===== config.mk =====
export PLATFORM = sky130hd
export DESIGN_NAME = pwrmgr_ast_rsp_flat
export DESIGN_NICKNAME = d
export VERILOG_FILES = /design/src/rtl/pwrmgr_ast_rsp_if.sv /design/src/rtl/pwrmgr_ast_rsp.sv /design/src/flat_wrapper.sv
export SDC_FILE = /design/constraint.sdc
export NUM_CORES = 1
export LEC_CHECK = 0
export ABC_AREA = 1
export CAP_MARGIN = 20
export CORE_MARGIN = 2
export CORE_UTILIZATION = 31
export CTS_BUF_LIST = sky130_fd_sc_hd__clkbuf_16
export DETAILED_ROUTE_END_ITERATION = 7
export PLACE_DENSITY = 0.59
export SETUP_SLACK_MARGIN = 0.15
export SLEW_MARGIN = 25
export SYNTH_ARGS = -nofsm -noshare
export SYNTH_HDL_FRONTEND = slang
export SYNTH_SLANG_ARGS = --single-unit

===== constraint.sdc =====
create_clock -name clk_i -period 3.18 [get_ports clk_i]
set_input_delay 0.477 -clock clk_i [delete_from_list [all_inputs] [get_ports clk_i]]
set_output_delay 0.477 -clock clk_i [all_outputs]
set_load 0.05 [all_outputs]

===== src/rtl/pwrmgr_ast_rsp_if.sv =====
// pwrmgr_ast_rsp_if: AST request/response bundle between the pwrmgr slow FSM and the AST responder
//   master: pwrmgr side (drives enables/power/clamp requests, receives valid/pok responses)
//   slave : AST responder side
interface pwrmgr_ast_rsp_if;
   logic core_clk_en_i;
   logic io_clk_en_i;
   logic usb_clk_en_i;
   logic main_pd_ni;
   logic pwr_clamp_i;
   logic pwr_clamp_env_i;
   logic slow_clk_en_i;
   logic core_clk_val_o;
   logic io_clk_val_o;
   logic usb_clk_val_o;
   logic main_pok_o;
   logic slow_clk_val_o;
   logic [1:0] err_o;
   modport master (
      output core_clk_en_i, io_clk_en_i, usb_clk_en_i, main_pd_ni,
             pwr_clamp_i, pwr_clamp_env_i, slow_clk_en_i,
      input  core_clk_val_o, io_clk_val_o, usb_clk_val_o, main_pok_o,
             slow_clk_val_o, err_o
   );
   modport slave (
      input  core_clk_en_i, io_clk_en_i, usb_clk_en_i, main_pd_ni,
             pwr_clamp_i, pwr_clamp_env_i, slow_clk_en_i,
      output core_clk_val_o, io_clk_val_o, usb_clk_val_o, main_pok_o,
             slow_clk_val_o, err_o
   );
endinterface


===== src/rtl/pwrmgr_ast_rsp.sv =====
// pwrmgr_ast_rsp: AST stand-in answering pwrmgr clock/power requests with settle delays and checking sequencing
//   clk_i  : slow always-on clock
//   rst_ni : asynchronous active-low reset
//   ast    : slave modport of pwrmgr_ast_rsp_if
//            requests  core/io/usb_clk_en_i, main_pd_ni, pwr_clamp_i, pwr_clamp_env_i, slow_clk_en_i (ignored)
//            responses core/io/usb_clk_val_o, main_pok_o, slow_clk_val_o, err_o[1:0] (sticky)
//   Define PWRMGR_AST_RSP_JITTER_EN to add 0..3 LFSR-driven extra cycles to every delay load.
module pwrmgr_ast_rsp #(
   parameter int unsigned ClkOnCycles  = 4,
   parameter int unsigned ClkOffCycles = 2,
   parameter int unsigned PokOnCycles  = 8,
   parameter int unsigned PokOffCycles = 3,
   parameter int unsigned CntW         = 8
) (
   input  logic             clk_i,
   input  logic             rst_ni,
   pwrmgr_ast_rsp_if.slave  ast
);
   localparam logic [CntW-1:0] ClkOnLd  = CntW'(ClkOnCycles - 1);
   localparam logic [CntW-1:0] ClkOffLd = CntW'(ClkOffCycles - 1);
   localparam logic [CntW-1:0] PokOnLd  = CntW'(PokOnCycles - 1);
   localparam logic [CntW-1:0] PokOffLd = CntW'(PokOffCycles - 1);
   localparam logic [CntW-1:0] One      = CntW'(1);
   typedef enum logic [1:0] {ClkOff, ClkStarting, ClkOn, ClkStopping} clk_st_e;
   typedef enum logic [1:0] {PwrOn, PwrFalling, PwrOff, PwrRising} pwr_st_e;
   logic [CntW-1:0] w_jit;
`ifdef PWRMGR_AST_RSP_JITTER_EN
   logic [7:0] r_lfsr;
   // Fibonacci LFSR for x^8+x^6+x^5+x^4+1
   always_ff @(posedge clk_i or negedge rst_ni)
      if (!rst_ni) r_lfsr <= 8'hA5;
      else         r_lfsr <= {r_lfsr[6:0], r_lfsr[7] ^ r_lfsr[5] ^ r_lfsr[4] ^ r_lfsr[3]};
   assign w_jit = CntW'(r_lfsr[1:0]);
`else
   assign w_jit = '0;
`endif
   logic [2:0] w_en;
   logic [2:0] w_val;
   assign w_en = {ast.usb_clk_en_i, ast.io_clk_en_i, ast.core_clk_en_i};
   for (genvar g = 0; g < 3; g++) begin : g_ch
      clk_st_e         r_st;
      logic [CntW-1:0] r_cnt;
      // an enable change aborts a pending transition before the counter expiry is considered
      always_ff @(posedge clk_i or negedge rst_ni) begin
         if (!rst_ni) begin
            r_st  <= ClkOff;
            r_cnt <= '0;
         end else begin
            case (r_st)
               ClkOff:
                  if (w_en[g]) begin
                     r_st  <= ClkStarting;
                     r_cnt <= ClkOnLd + w_jit;
                  end
               ClkStarting:
                  if (!w_en[g])           r_st  <= ClkOff;
                  else if (r_cnt == '0)   r_st  <= ClkOn;
                  else                    r_cnt <= r_cnt - One;
               ClkOn:
                  if (!w_en[g]) begin
                     r_st  <= ClkStopping;
                     r_cnt <= ClkOffLd + w_jit;
                  end
               ClkStopping:
                  if (w_en[g])            r_st  <= ClkOn;
                  else if (r_cnt == '0)   r_st  <= ClkOff;
                  else                    r_cnt <= r_cnt - One;
               default:                   r_st  <= ClkOff;
            endcase
         end
      end
      assign w_val[g] = (r_st == ClkOn) || (r_st == ClkStopping);
   end
   pwr_st_e         r_pwr_st;
   logic [CntW-1:0] r_pwr_cnt;
   logic            w_pok;
   logic            w_pwr_off_evt;
   always_ff @(posedge clk_i or negedge rst_ni) begin
      if (!rst_ni) begin
         r_pwr_st  <= PwrOn;
         r_pwr_cnt <= '0;
      end else begin
         case (r_pwr_st)
            PwrOn:
               if (!ast.main_pd_ni) begin
                  r_pwr_st  <= PwrFalling;
                  r_pwr_cnt <= PokOffLd + w_jit;
               end
            PwrFalling:
               if (ast.main_pd_ni)         r_pwr_st  <= PwrOn;
               else if (r_pwr_cnt == '0)   r_pwr_st  <= PwrOff;
               else                        r_pwr_cnt <= r_pwr_cnt - One;
            PwrOff:
               if (ast.main_pd_ni) begin
                  r_pwr_st  <= PwrRising;
                  r_pwr_cnt <= PokOnLd + w_jit;
               end
            PwrRising:
               if (!ast.main_pd_ni)        r_pwr_st  <= PwrOff;
               else if (r_pwr_cnt == '0)   r_pwr_st  <= PwrOn;
               else                        r_pwr_cnt <= r_pwr_cnt - One;
            default:                       r_pwr_st  <= PwrOn;
         endcase
      end
   end
   assign w_pok         = (r_pwr_st == PwrOn) || (r_pwr_st == PwrFalling);
   assign w_pwr_off_evt = (r_pwr_st == PwrFalling) && !ast.main_pd_ni && (r_pwr_cnt == '0);
   logic       r_clamp_q;
   logic       r_slow_val;
   logic [1:0] r_err;
   // clamp ordering: clamp must be up when power drops, stay up while pok is low,
   // and only rise once the environment clamp is already up
   always_ff @(posedge clk_i or negedge rst_ni) begin
      if (!rst_ni) begin
         r_clamp_q  <= 1'b0;
         r_slow_val <= 1'b0;
         r_err      <= 2'b00;
      end else begin
         r_clamp_q  <= ast.pwr_clamp_i;
         r_slow_val <= 1'b1;
         r_err[0]   <= r_err[0]
                     | (w_pwr_off_evt && !ast.pwr_clamp_i)
                     | (r_clamp_q && !ast.pwr_clamp_i && !w_pok)
                     | (!r_clamp_q && ast.pwr_clamp_i && !ast.pwr_clamp_env_i);
         r_err[1]   <= r_err[1] | (!w_pok && (ast.core_clk_en_i || ast.io_clk_en_i));
      end
   end
   logic w_unused;
   assign w_unused           = ast.slow_clk_en_i;
   assign ast.core_clk_val_o = w_val[0];
   assign ast.io_clk_val_o   = w_val[1];
   assign ast.usb_clk_val_o  = w_val[2];
   assign ast.main_pok_o     = w_pok;
   assign ast.slow_clk_val_o = r_slow_val;
   assign ast.err_o          = r_err;
endmodule


===== src/flat_wrapper.sv =====
// flat-port wrapper written by rule: the top's interface ports become plain ports
module pwrmgr_ast_rsp_flat 
#(
   parameter int unsigned ClkOnCycles  = 4,
   parameter int unsigned ClkOffCycles = 2,
   parameter int unsigned PokOnCycles  = 8,
   parameter int unsigned PokOffCycles = 3,
   parameter int unsigned CntW         = 8
)
  (clk_i, rst_ni, ast_core_clk_en_i, ast_io_clk_en_i, ast_usb_clk_en_i, ast_main_pd_ni, ast_pwr_clamp_i, ast_pwr_clamp_env_i, ast_slow_clk_en_i, ast_core_clk_val_o, ast_io_clk_val_o, ast_usb_clk_val_o, ast_main_pok_o, ast_slow_clk_val_o, ast_err_o);
  pwrmgr_ast_rsp_if ast_i ();
  input  logic clk_i;
  input  logic rst_ni;
  input wire logic [$bits(ast_i.core_clk_en_i)-1:0] ast_core_clk_en_i;
  input wire logic [$bits(ast_i.io_clk_en_i)-1:0] ast_io_clk_en_i;
  input wire logic [$bits(ast_i.usb_clk_en_i)-1:0] ast_usb_clk_en_i;
  input wire logic [$bits(ast_i.main_pd_ni)-1:0] ast_main_pd_ni;
  input wire logic [$bits(ast_i.pwr_clamp_i)-1:0] ast_pwr_clamp_i;
  input wire logic [$bits(ast_i.pwr_clamp_env_i)-1:0] ast_pwr_clamp_env_i;
  input wire logic [$bits(ast_i.slow_clk_en_i)-1:0] ast_slow_clk_en_i;
  output wire logic [$bits(ast_i.core_clk_val_o)-1:0] ast_core_clk_val_o;
  output wire logic [$bits(ast_i.io_clk_val_o)-1:0] ast_io_clk_val_o;
  output wire logic [$bits(ast_i.usb_clk_val_o)-1:0] ast_usb_clk_val_o;
  output wire logic [$bits(ast_i.main_pok_o)-1:0] ast_main_pok_o;
  output wire logic [$bits(ast_i.slow_clk_val_o)-1:0] ast_slow_clk_val_o;
  output wire logic [$bits(ast_i.err_o)-1:0] ast_err_o;
  assign ast_i.core_clk_en_i = ast_core_clk_en_i;
  assign ast_i.io_clk_en_i = ast_io_clk_en_i;
  assign ast_i.usb_clk_en_i = ast_usb_clk_en_i;
  assign ast_i.main_pd_ni = ast_main_pd_ni;
  assign ast_i.pwr_clamp_i = ast_pwr_clamp_i;
  assign ast_i.pwr_clamp_env_i = ast_pwr_clamp_env_i;
  assign ast_i.slow_clk_en_i = ast_slow_clk_en_i;
  assign ast_core_clk_val_o = ast_i.core_clk_val_o;
  assign ast_io_clk_val_o = ast_i.io_clk_val_o;
  assign ast_usb_clk_val_o = ast_i.usb_clk_val_o;
  assign ast_main_pok_o = ast_i.main_pok_o;
  assign ast_slow_clk_val_o = ast_i.slow_clk_val_o;
  assign ast_err_o = ast_i.err_o;
  pwrmgr_ast_rsp #(.ClkOnCycles(ClkOnCycles), .ClkOffCycles(ClkOffCycles), .PokOnCycles(PokOnCycles), .PokOffCycles(PokOffCycles), .CntW(CntW)) u_core (.clk_i(clk_i), .rst_ni(rst_ni), .ast(ast_i));
endmodule

# Word level (Yosys, flattened, before mapping)
# Cells that the tools add are included.
dict set report op_classes {
  addsub 4
  bitwise 4
  n_eq_ne 36
  mux 52
  n_reduce_logical 34
}
# op count
set op_table {}
lappend op_table {{$mux 8} 20}
lappend op_table {{$pmux 8 s4} 4}
lappend op_table {{$mux 2} 24}
lappend op_table {{$logic_not 8->1} 4}
lappend op_table {{$ne 2x2->1 const B} 16}
lappend op_table {{$pmux 2 s4} 4}
lappend op_table {{$reduce_and 4->1} 8}
lappend op_table {{$sub 8x1->8 const B} 4}
lappend op_table {{$ne 3x2->1 const B} 8}
lappend op_table {{$eq 2x2->1 const B} 8}
lappend op_table {{$eq 2x1->1 const B} 4}
lappend op_table {{$logic_and 1x1->1} 8}
lappend op_table {{$logic_not 2->1} 4}
lappend op_table {{$logic_not 1->1} 5}
lappend op_table {{$logic_or 1x1->1} 5}
lappend op_table {{$or 1x1->1} 4}
dict set report word_totals {
  word_cells 141
  inputBits 9
  ff_bits 44
  out_inout_bits 7
}

# Logic depth before layout (Yosys ltp)
dict set report depth {
  depth_word 7
  ltp_mapped 9
  mapped_depth_nobuf 9
}

# Worst setup path before layout
# No wires, ideal clock.
dict set report synth_path {
  kind {register -> output}
  startpoint {register (tool-made name)}
  endpoint {output port ast_core_clk_val_o}
  arrival_ps 851
  stages_incl_launch_ff 2
  slack_ps 1852
  required_time_ps 2703
  n_path_buf 1
  path_cell_list {dfrtp_1 clkbuf_1}
}
# item line_no
set synth_rtl {}
lappend synth_rtl {{end, declared} flat_wrapper.sv:21} ;# output wire logic [$bits(ast_i.core_clk_val_o)-1:0] ast_core_clk_val_o;

==> flow_summary_export.csv <==
group,metric,value,unit
sta,timing_max_transition_violations_final,0,
route,antenna_violating_nets_post_route,0,
sta,finalSetupTns,0,ns
placed_design,gp_congestion,0.850,
route,drcViolationCount,0,
route,drt_wl_total,5070,um
placed_design,detailedPlacementHpwl,3670,um
cts,clkSlewWorstSetupHoldPaths,0.06,ns
floorplanning,die-area,0.00935,sq mm
logic_synthesis,synth_sequential_area_ratio,0.413,
logic_synthesis,postSynthAreaPerCell,7.03,sq um
global_route,track_usage,0.117,
cts,clock_latency,0.28,ns
route,routedWlPerCell,10.1,um
layout,area_delta_synth_final,14.6,%
sta,max-slew-margin-rel,0.622,
flow_run,maxCapViolCount,0,
sta,number_of_setup_violations_in_the_final_report,0,
setup_path,start_kind,"flip-flop",
layout,final_core_util,0.370,
cts,cts-root-buf,"clkbuf_16",
sta,tightestPinTransition,0.567,ns
layout,drive_above_1_share,0.0684,
route,route.vias.total,2209,
global_route,grt_pass1_vias,2091,
layout,stdcell_count,500,
floorplanning,initial_utilization,0.323,
global_route,grt_antenna_before_repair,0,
run_status,run_status,"complete, no violations",
setup_path,crit_arrival,1.66,ns
setup_path,reg2reg_to,"u_core.r_pwr_cnt[6]$_DFFE_PN0P_",
power,powerDensity,1040,mW/mm^2
logic_synthesis,number_of_standard_cells_after_synthesis,379,
logic_synthesis,postSynthRegisterBits,44,
logic_synthesis,synth_unique_cells,29,
floorplanning,floorplan.die.height,96.7,um
sta,worst_slack,1.04,ns
route,dr.first_iter.drc_count,55,
layout,final_cell_area,0.00305,sq mm
setup_path,worstPathBufferInverterCount,2,
setup_path,critPathMaxStageDelay,0.80,ns
cts,max-clock-path-buffers,2,
cts,tritoncts,"built",
floorplanning,i_o_pin_count,16,
power,post_layout_power,3.18,mW
route,detail_route.first_pass.iterations,4,
cts,cts_htree_levels,2,
cts,cts_buffers,5,
cts,clock_sinks,44,
placed_design,dpl-instance-area,0.00289,sq mm
cts,cts_hold_buffers,0,
placed_design,placed_cells,492,
cts,ctsResizeCount,0,
sta,rsz0062_at_grt,"no",
layout,mostFrequentLayoutCell,"nand2_1",
layout,n_antenna_cell,0,
floorplanning,core.rowCount,33,
floorplanning,coreArea,0.00826,sq mm
setup_path,critical_path.cell_chain,"inv_1 > clkdlybuf4s50_1",
logic_synthesis,synth.cell_area,0.00267,sq mm
sta,fin_worst_hold_slack,0.183,ns
setup_path,worst-setup-path-type,"reg -> out",
setup_path,cp_max_fo,6,
sta,max_freq,468,MHz
placed_design,portBuffers,14,
setup_path,crit_required,2.70,ns
power,max-vdd-ir-drop,425,uV
layout,mostFrequentLayoutCells,"nand2_1 (150), inv_1 (48), nor2_1 (44), dfrtp_1 (44), nand3_1 (23)",
logic_synthesis,synth-warning-count,0,
global_route,globalRoute.totalOverflow,0,
placed_design,dp_worst_setup_slack,1.28,ns
sta,report.final.hold_viol_count,0,
route,detail_route.vias_per_cell,4.42,
sta,finalCritPeriodShare,0.672,
hold_path,timing.hold.worst.class,"in -> async",
setup_path,timing.reg2reg.setup_slack,1.71,ns
sta,skew,0.00606,ns
power,leakagePower,1.64,nW
cts,post_cts_setup_buffers,0,
layout,final_nets,411,
global_route,grt_max_degree,45,
setup_path,worst-r2r-cell-count,7,
global_route,grt_first_pass_wirelength,9220,um
logic_synthesis,synth_nets,396,
setup_path,timing.critical_path.max_delay_family,"buffers and inverters",
setup_path,crit_slowest_cell,"clkdlybuf4s50_1",
sta,final_period_minus_worst_setup_slack,2.14,ns
setup_path,worst_setup_path_end_kind,"output port",
floorplanning,chipWidth,96.7,um
## kinds of logic (layout without fill, tap and decap cells)
logic type | after synthesis | in the layout | share of synthesized area
AO/OA/AOI/OAI | 27 | 27 | 0.0638
other | 1 | 1 | 0.00141
buffers and inverters | 56 | 72 | 0.0883
adder cells (fa/ha/maj) | 8 | 8 | 0.0376
AND/OR/NAND/NOR | 233 | 233 | 0.363
XOR/XNOR | 10 | 10 | 0.0329
flip-flops | 44 | 44 | 0.413
## how the worst max path moves through the flow
stage	start	to	slack (ns)	cells past startpoint
after floorplan	flip-flop	ast_core_clk_val_o	1.85	1
after global placement	ast_main_pd_ni	u_core.r_pwr_cnt[6]$_DFFE_PN0P_	1.29	8
after detailed placement	ast_main_pd_ni	u_core.r_pwr_cnt[6]$_DFFE_PN0P_	1.28	8
after CTS	flip-flop	ast_main_pok_o	1.03	2
after global routing	flip-flop	ast_main_pok_o	0.98	2
final	flip-flop	ast_main_pok_o	1.04	2
## cell usage after synthesis (all sizes together)
cell type / n / area share
conb: 1 / 0.0014
ha: 8 / 0.038
nor3: 2 / 0.0038
or2: 2 / 0.0047
nor2: 46 / 0.074
o21ai: 22 / 0.048
and2: 1 / 0.0033
nand3: 23 / 0.043
clkbuf: 4 / 0.0061
nand4: 2 / 0.0047
xnor2: 4 / 0.013
a21oi: 3 / 0.0099
nand2: 157 / 0.23
o21bai: 2 / 0.0056
inv: 50 / 0.070
dfrtp: 44 / 0.41
buf: 2 / 0.012
xor2: 6 / 0.020
## layout make-up
type,count,area (sq um)
Inverter,50,188
Tap cell,105,131
Clock buffer,5,125
Multi-Input combinational cell,279,1330
Fill cell,877,5200
Clock inverter,3,42.5
Sequential cell,44,1100
Timing Repair Buffer,14,138
## layer usage
layer / GRT usage / share of wire / vias to the layer above
li1: - / - / 1178
met1: 0.162 / 0.53 / 1006
met2: 0.182 / 0.43 / 20
met3: 0.0246 / 0.025 / 5
met4: 0.0390 / 0.011 / 0
met5: 0 / 0 / -
## state kept, by name, summed over array words and instances (netlist names), named ones only
register	cells
u_core.ast.err_o	2
u_core.r_pwr_cnt	8
u_core.g_ch.r_st	3
u_core.g_ch.r_cnt	24
u_core.r_clamp_q	1
u_core.ast.slow_clk_val_o	1
u_core.r_pwr_st	1
## where the power goes
group	leakage (nW)	total [mW]	switching (mW)	internal, mW
registers	0.555	1.00	0.226	0.775
clock network	0.0814	0.592	0.222	0.370
logic	1.00	1.59	1.02	0.571
Power figures use the tool's default switching activity.
